<file path="src/rtl/baudgen_frac.sv">
// baudgen_frac: fractional baud-rate generator producing a one-cycle Rx
// oversample tick (Rxclk_en) and a one-cycle Tx bit tick (Txclk_en).
//
// Each Rx interval lasts D+c enabled clocks, where D = max(div_int,1) and c is
// the carry out of a FRAC_W-bit phase accumulator that adds div_frac once per
// Rx tick. Every OVERSAMPLE-th Rx tick is also a Tx tick.
//
// Divisor updates use a valid/ready handshake. An accepted value waits as
// pending and is switched in on a Tx boundary, so a bit in flight always
// finishes with the divisor it started with. When the generator is disabled,
// the pending value is switched in on the next clock instead.
//
// Build option: define BAUDGEN_FRAC_FRAC_EN to build the fractional
// accumulator. Without it c is always 0, cfg_div_frac is ignored and the
// reset fractional divisor is 0.
//
// Update handshake states:
//   state   | meaning
//   ST_IDLE | no update pending, cfg_ready=1
//   ST_PEND | update latched, waiting for a Tx boundary (or en=0) to apply

module baudgen_frac #(
  parameter int unsigned CLK_HZ     = 50000000,
  parameter int unsigned BAUD       = 115200,
  parameter int unsigned OVERSAMPLE = 16,
  parameter int unsigned DIV_W      = 16,
  parameter int unsigned FRAC_W     = 4
) (
  input  logic              clk_50m,
  input  logic              rst,
  input  logic              en,
  input  logic              cfg_valid,
  input  logic [DIV_W-1:0]  cfg_div_int,
  input  logic [FRAC_W-1:0] cfg_div_frac,
  output logic              cfg_ready,
  output logic              Rxclk_en,
  output logic              Txclk_en
);

  // The base counter is one bit wider than the divisor so that D+1 fits.
  localparam int unsigned CNT_W  = DIV_W + 1;
  localparam int unsigned TICK_W = $clog2(OVERSAMPLE);

  // Reset divisor, derived from the clock and baud parameters.
  localparam longint unsigned TICK_HZ = longint'(BAUD) * longint'(OVERSAMPLE);
  localparam longint unsigned DEF_INT_L = longint'(CLK_HZ) / TICK_HZ;
  localparam logic [DIV_W-1:0] DEF_INT = DIV_W'(DEF_INT_L);

  typedef enum logic {
    ST_IDLE = 1'b0,
    ST_PEND = 1'b1
  } state_t;

  state_t state_q;
  state_t state_d;

  logic              take;
  logic              apply;
  logic              carry;
  logic              rx_hit;
  logic              tx_hit;
  logic              rx_q;
  logic              tx_q;
  logic [DIV_W-1:0]  div_int_q;
  logic [DIV_W-1:0]  pend_int_q;
  logic [DIV_W-1:0]  div_eff;
  logic [CNT_W-1:0]  cnt_q;
  logic [CNT_W-1:0]  target;
  logic [TICK_W-1:0] tick_q;

`ifdef BAUDGEN_FRAC_FRAC_EN
  // Remainder scaled by 2^FRAC_W, rounded to nearest (half rounds up) and
  // saturated so that a remainder just under 1 cannot wrap to 0.
  localparam longint unsigned DEF_REM   = longint'(CLK_HZ) - DEF_INT_L * TICK_HZ;
  localparam longint unsigned FRAC_ONE  = 64'(1) << FRAC_W;
  localparam longint unsigned FRAC_RND  = ((DEF_REM << FRAC_W) * 2 + TICK_HZ) / (2 * TICK_HZ);
  localparam longint unsigned FRAC_SAT  = (FRAC_RND >= FRAC_ONE) ? (FRAC_ONE - 1) : FRAC_RND;
  localparam logic [FRAC_W-1:0] DEF_FRAC = FRAC_W'(FRAC_SAT);

  logic [FRAC_W-1:0] div_frac_q;
  logic [FRAC_W-1:0] pend_frac_q;
  logic [FRAC_W-1:0] acc_q;
  logic [FRAC_W:0]   acc_sum;

  // The carry of this tick's accumulation stretches the current interval.
  assign acc_sum = {1'b0, acc_q} + {1'b0, div_frac_q};
  assign carry   = acc_sum[FRAC_W];
`else
  logic unused_frac;

  assign unused_frac = ^cfg_div_frac;
  assign carry       = 1'b0;
`endif

  assign take    = cfg_valid && cfg_ready;
  assign div_eff = (div_int_q == '0) ? DIV_W'(1) : div_int_q;
  assign target  = {1'b0, div_eff} + CNT_W'(carry);
  assign rx_hit  = ((cnt_q + CNT_W'(1)) == target);
  assign tx_hit  = rx_hit && (tick_q == TICK_W'(OVERSAMPLE - 1));

  assign Rxclk_en = rx_q;
  assign Txclk_en = tx_q;

  // Handshake state register.
  always_ff @(posedge clk_50m) begin
    if (rst) begin
      state_q <= ST_IDLE;
    end else begin
      state_q <= state_d;
    end
  end

  // Handshake next state; apply fires on the visible Tx tick, or at once
  // when the generator is disabled.
  always_comb begin
    state_d   = state_q;
    apply     = 1'b0;
    cfg_ready = (state_q == ST_IDLE);
    case (state_q)
      ST_IDLE: begin
        if (cfg_valid) begin
          state_d = ST_PEND;
        end
      end
      ST_PEND: begin
        if (!en || tx_q) begin
          apply   = 1'b1;
          state_d = ST_IDLE;
        end
      end
      default: begin
        state_d = ST_IDLE;
      end
    endcase
  end

  // Latch the offered integer divisor on a transfer.
  always_ff @(posedge clk_50m) begin
    if (rst) begin
      pend_int_q <= '0;
    end else if (take) begin
      pend_int_q <= cfg_div_int;
    end
  end

  // Base counter, tick counter, registered ticks and active integer divisor.
  always_ff @(posedge clk_50m) begin
    if (rst) begin
      div_int_q <= DEF_INT;
      cnt_q     <= '0;
      tick_q    <= '0;
      rx_q      <= 1'b0;
      tx_q      <= 1'b0;
    end else if (apply) begin
      div_int_q <= pend_int_q;
      cnt_q     <= '0;
      tick_q    <= '0;
      rx_q      <= 1'b0;
      tx_q      <= 1'b0;
    end else if (en) begin
      rx_q <= rx_hit;
      tx_q <= tx_hit;
      if (rx_hit) begin
        cnt_q  <= '0;
        tick_q <= tx_hit ? '0 : (tick_q + TICK_W'(1));
      end else begin
        cnt_q <= cnt_q + CNT_W'(1);
      end
    end else begin
      rx_q <= 1'b0;
      tx_q <= 1'b0;
    end
  end

`ifdef BAUDGEN_FRAC_FRAC_EN
  // Latch the offered fractional divisor on a transfer.
  always_ff @(posedge clk_50m) begin
    if (rst) begin
      pend_frac_q <= '0;
    end else if (take) begin
      pend_frac_q <= cfg_div_frac;
    end
  end

  // Phase accumulator (wraps modulo 2^FRAC_W) and active fractional divisor.
  always_ff @(posedge clk_50m) begin
    if (rst) begin
      div_frac_q <= DEF_FRAC;
      acc_q      <= '0;
    end else if (apply) begin
      div_frac_q <= pend_frac_q;
      acc_q      <= '0;
    end else if (en && rx_hit) begin
      acc_q <= acc_sum[FRAC_W-1:0];
    end
  end
`endif

endmodule

</file>
<file path="config.mk">
export PLATFORM = sky130hd
export DESIGN_NAME = baudgen_frac
export DESIGN_NICKNAME = d
export VERILOG_FILES = /design/src/rtl/baudgen_frac.sv
export SDC_FILE = /design/constraint.sdc
export NUM_CORES = 1
export LEC_CHECK = 0
export CORE_MARGIN = 5
export CORE_UTILIZATION = 51
export DETAILED_ROUTE_END_ITERATION = 8
export PLACE_DENSITY_LB_ADDON = 0.08
export RECOVER_POWER = 50
export SLEW_MARGIN = 25
export SYNTH_ARGS = -nofsm -noshare
export SYNTH_HDL_FRONTEND = slang
export SYNTH_SLANG_ARGS = --single-unit
</file>
<file path="constraint.sdc">
create_clock -name clk_50m -period 2.8 [get_ports clk_50m]
set_clock_uncertainty 0.05 [all_clocks]
set_input_delay 0.56 -clock clk_50m [delete_from_list [all_inputs] [get_ports clk_50m]]
set_output_delay 0.56 -clock clk_50m [all_outputs]
set_load 0.05 [all_outputs]
</file>
==> reports/metrics.yaml <==
run_status:
  run_status: "finished, final reports clean"
synthesis:
  syn-mean-instance-area_um2: 8.197
  synth.cells.most_frequent: "84 x nand2_1, 56 x dfxtp_1, 35 x a21oi_1"
  synth_cell_type_count: 54
  ffs_latches_synth: 56
  ys.warnings.count: 0
  synth_sequential_area_ratio: 0.3908
  synth_async_sr_flop_share: 0
  synth_area_um2: 2869
  mappedNetlistNets: 376
  synth_largest_area_cell: "dfxtp_1"
  synth_top_flop_cell: "dfxtp_1"
  syn-instance-count: 350
  synth_enable_flop_cells: 0
  cell_types_with_the_largest_area_share_after_synthesis: "dfxtp_1 39%, nand2_1 11%, xnor2_1 6.7%"
  synth_top_area_frac: 0.3908
  most_repeated_cell_in_the_gate_level_netlist_after_synthesis: "nand2_1"
power_and_ir_drop:
  netSwitchingFraction: 0.2560
  p_int_uw: 1069
  total_switching_power_uw: 367.7
  power_uw: 1436
  power.leakage_uw: 0.001206
  power.ir.vdd_worst_mv: 0.2591
  power.share.sequential: 0.584
  power_density_nw_per_um2: 440.7
  comb_power_share: 0.104
  p_clk_frac: 0.312
timing:
  slew_viol_final: 0
  max_slew_margin: 0.5572
  timing.fmax_mhz: 381.8
  pin_slew_with_the_least_headroom_to_its_limit_ps: 664.2
  hold_viol: 0
  post-route-min-period_ps: 2619
  timing.setup.tns_ps: 0
  rsz0062_at_grt: "false"
  finalCritPeriodShare: 0.9353
  final_setup_violations: 0
drt:
  drc_errors: 0
  dr.first_iter.drc_count: 91
  detail_route.first_pass.iterations: 4
  met1Wirelength_um: 2851
  total_length_of_routed_wires_um: 6099
  routed_wire_length_on_met3_um: 307
  wl_per_cell_um: 13.92
  drt.antenna.violating_nets: 0
  drt-vias-per-instance: 5.509
  route.met2.wl_um: 2859
  via_count: 2413
  top_layer: "met4"
worst_setup_path:
  crit_path_end: "cnt_q[14]"
  r2r-end: "cnt_q[14]"
  endpoint_kind: "flop"
  timing.reg2reg.setup_slack_ps: 180
  timing.rr.start: "cnt_q[1]"
  timing.critical_path.from_type: "flop"
  worstSetupPathType: "reg2reg"
  r2r_cells: 9
  critical_path_required_ps: 2960
  cp_max_fo: 15
  startpoint: "cnt_q[1]"
  timing.critical_path.arrival_ps: 2780
floorplanning:
  num_rows: 27
  io_pins: 27
  floorplan.die.width_um: 85.01
  die_area_um2: 7226
  chipHeight_um: 85.01
  initial_core_util: 0.5242
  core_region_area_um2: 5473
clocking:
  clock_latency_ps: 310
  cts_setup_buffers: 0
  tritoncts_num_sinks: 56
  total_cts_buffers: 5
  clock_tree_from_tritoncts: "done"
  ctsRootBufferMaster: "clkbuf_8"
  worst_setup_hold_path_clk_slew_ps: 100
  clockBufferDepth: 2
  cts_htree_levels: 2
cells_and_area:
  synthToLayoutAreaGrowth_pct: 13.61
  area.sequential_um2: 1122
  multi_input_comb_area_um2: 1637
  antenna_cells_inserted: 0
  num-nets-final: 391
  finalCoreUtilization: 0.5956
  fill_cells: 536
  layout-drive-gt1-share: 0.1148
placement:
  hpwl_um: 4384
  place.gp.congestion: 0.8319
  port_buffers: 22
global_routing:
  grt_use_total: 0.1732
  first_pass_grt_wire_length_um: 10280
  vias_in_the_first_global_route: 2160
  grt-ovfl-total: 0
  grt_max_degree: 33
  antenna_found_initial: 0
run:
  drv.max_cap_violation_count: 0
min_path:
  hold_path.class: "reg2reg"
## routing by layer
| layer | up-vias | global-route usage |
|---|---|---|
| met4 | 0 | 0.05036 |
| met3 | 7 | 0.03786 |
| met2 | 47 | 0.2790 |
| met5 | - | 0 |
| met1 | 1103 | 0.2327 |
| li1 | 1256 | - |
## placed cells by master (no fill, tap or decap), drive strengths merged, types with 3 or more instances in the layout
cell type      instances
xor2                   6
nor4                   8
dfxtp                 56
clkdlybuf4s50         20
a21oi                 35
and3                  12
nor2b                  3
o21ai                  5
xnor2                 22
nor3                   6
nand4b                 3
nand2                 85
nand3b                 7
a31o                   3
and4                   3
and2                   4
clkinv                 3
mux2i                  5
nor2                  13
buf                   10
nand2b                 3
nand3                  9
a31oi                  4
clkbuf                 6
nand4                  9
## worst min-delay path by stage
stage,depth (start not counted),from,end,slack (ps)
global route,2,pend_int_q[9],div_int_q[9],420
detailed placement,2,pend_int_q[3],pend_int_q[3],400
global placement,2,pend_int_q[2],div_int_q[2],390
finish,2,pend_int_q[11],pend_int_q[11],410
CTS,2,pend_int_q[3],pend_int_q[3],410
floorplan,2,pend_int_q[10],div_int_q[10],380
## timing repair
| action | in CTS | in global routing |
|---|---|---|
| endpoints found under the hold margin | 0 | 0 |
| gates resized for setup | 0 | 6 |
| hold buffers | 0 | 0 |
| endpoints found under the setup margin | 0 | 14 |
## registers in the layout (all words and copies together), names as in the netlist
signal      cells
tick_q          4
Txclk_en        1
div_int_q      16
pend_int_q     16
Rxclk_en        1
state_q         1
cnt_q          17
## metrics by stage
step | instances | worst slack (ps) | area [um2] | hold WS, ps
final | 438 | 181.1 | 3259 | 410.6
after global routing | 438 | 21.50 | 3259 | 424.4
after CTS | 438 | 64.92 | 3241 | 411.2
after detailed placement | 430 | 83.85 | 3149 | 396.8
after global placement | 430 | 107.5 | 3149 | 391.5
after floorplan | 350 | 139.2 | 2869 | 382.1
## power groups by stage
stage	Combinational, uW	Clock, uW	Sequential [uW]
2_1_floorplan	93.7	0	854
3_3_place_gp	150	0	857
3_5_place_dp	153	0	857
4_1_cts	153	465	839
5_1_grt	167	500	841
6_report	150	448	839
## final cells by class
| cell class | count | share of cell area |
|---|---|---|
| timing repair buffer | 33 | 0.09559 |
| tap | 72 | 0.02764 |
| inverter | 2 | 0.002303 |
| clock inverter | 3 | 0.006910 |
| sequential | 56 | 0.3443 |
| clock buffer | 5 | 0.02111 |
| multi-input combinational | 267 | 0.5021 |
## kinds of logic (layout without fill, tap and decap cells)
family / Yosys count / in the layout / synth area share
XOR/XNOR: 28 / 28 / 0.08548
flip-flops: 56 / 56 / 0.3908
adder cells (fa/ha/maj): 2 / 2 / 0.008721
AND/OR/NAND/NOR: 171 / 171 / 0.3210
buffers and inverters: 27 / 43 / 0.04623
multiplexers: 5 / 5 / 0.01745
AO/OA/AOI/OAI: 61 / 61 / 0.1304
## worst max-delay path: stages (launching register included)
cell and delay (ps):
dfxtp_1 450, ha_2 330, xnor2_1 140, o211ai_1 100, a2111oi_1 340, nand4_1 220
nor4_4 360, buf_12 180, nand2_4 130, and3_2 240
No activity file was read; power rests on OpenSTA's default activity.
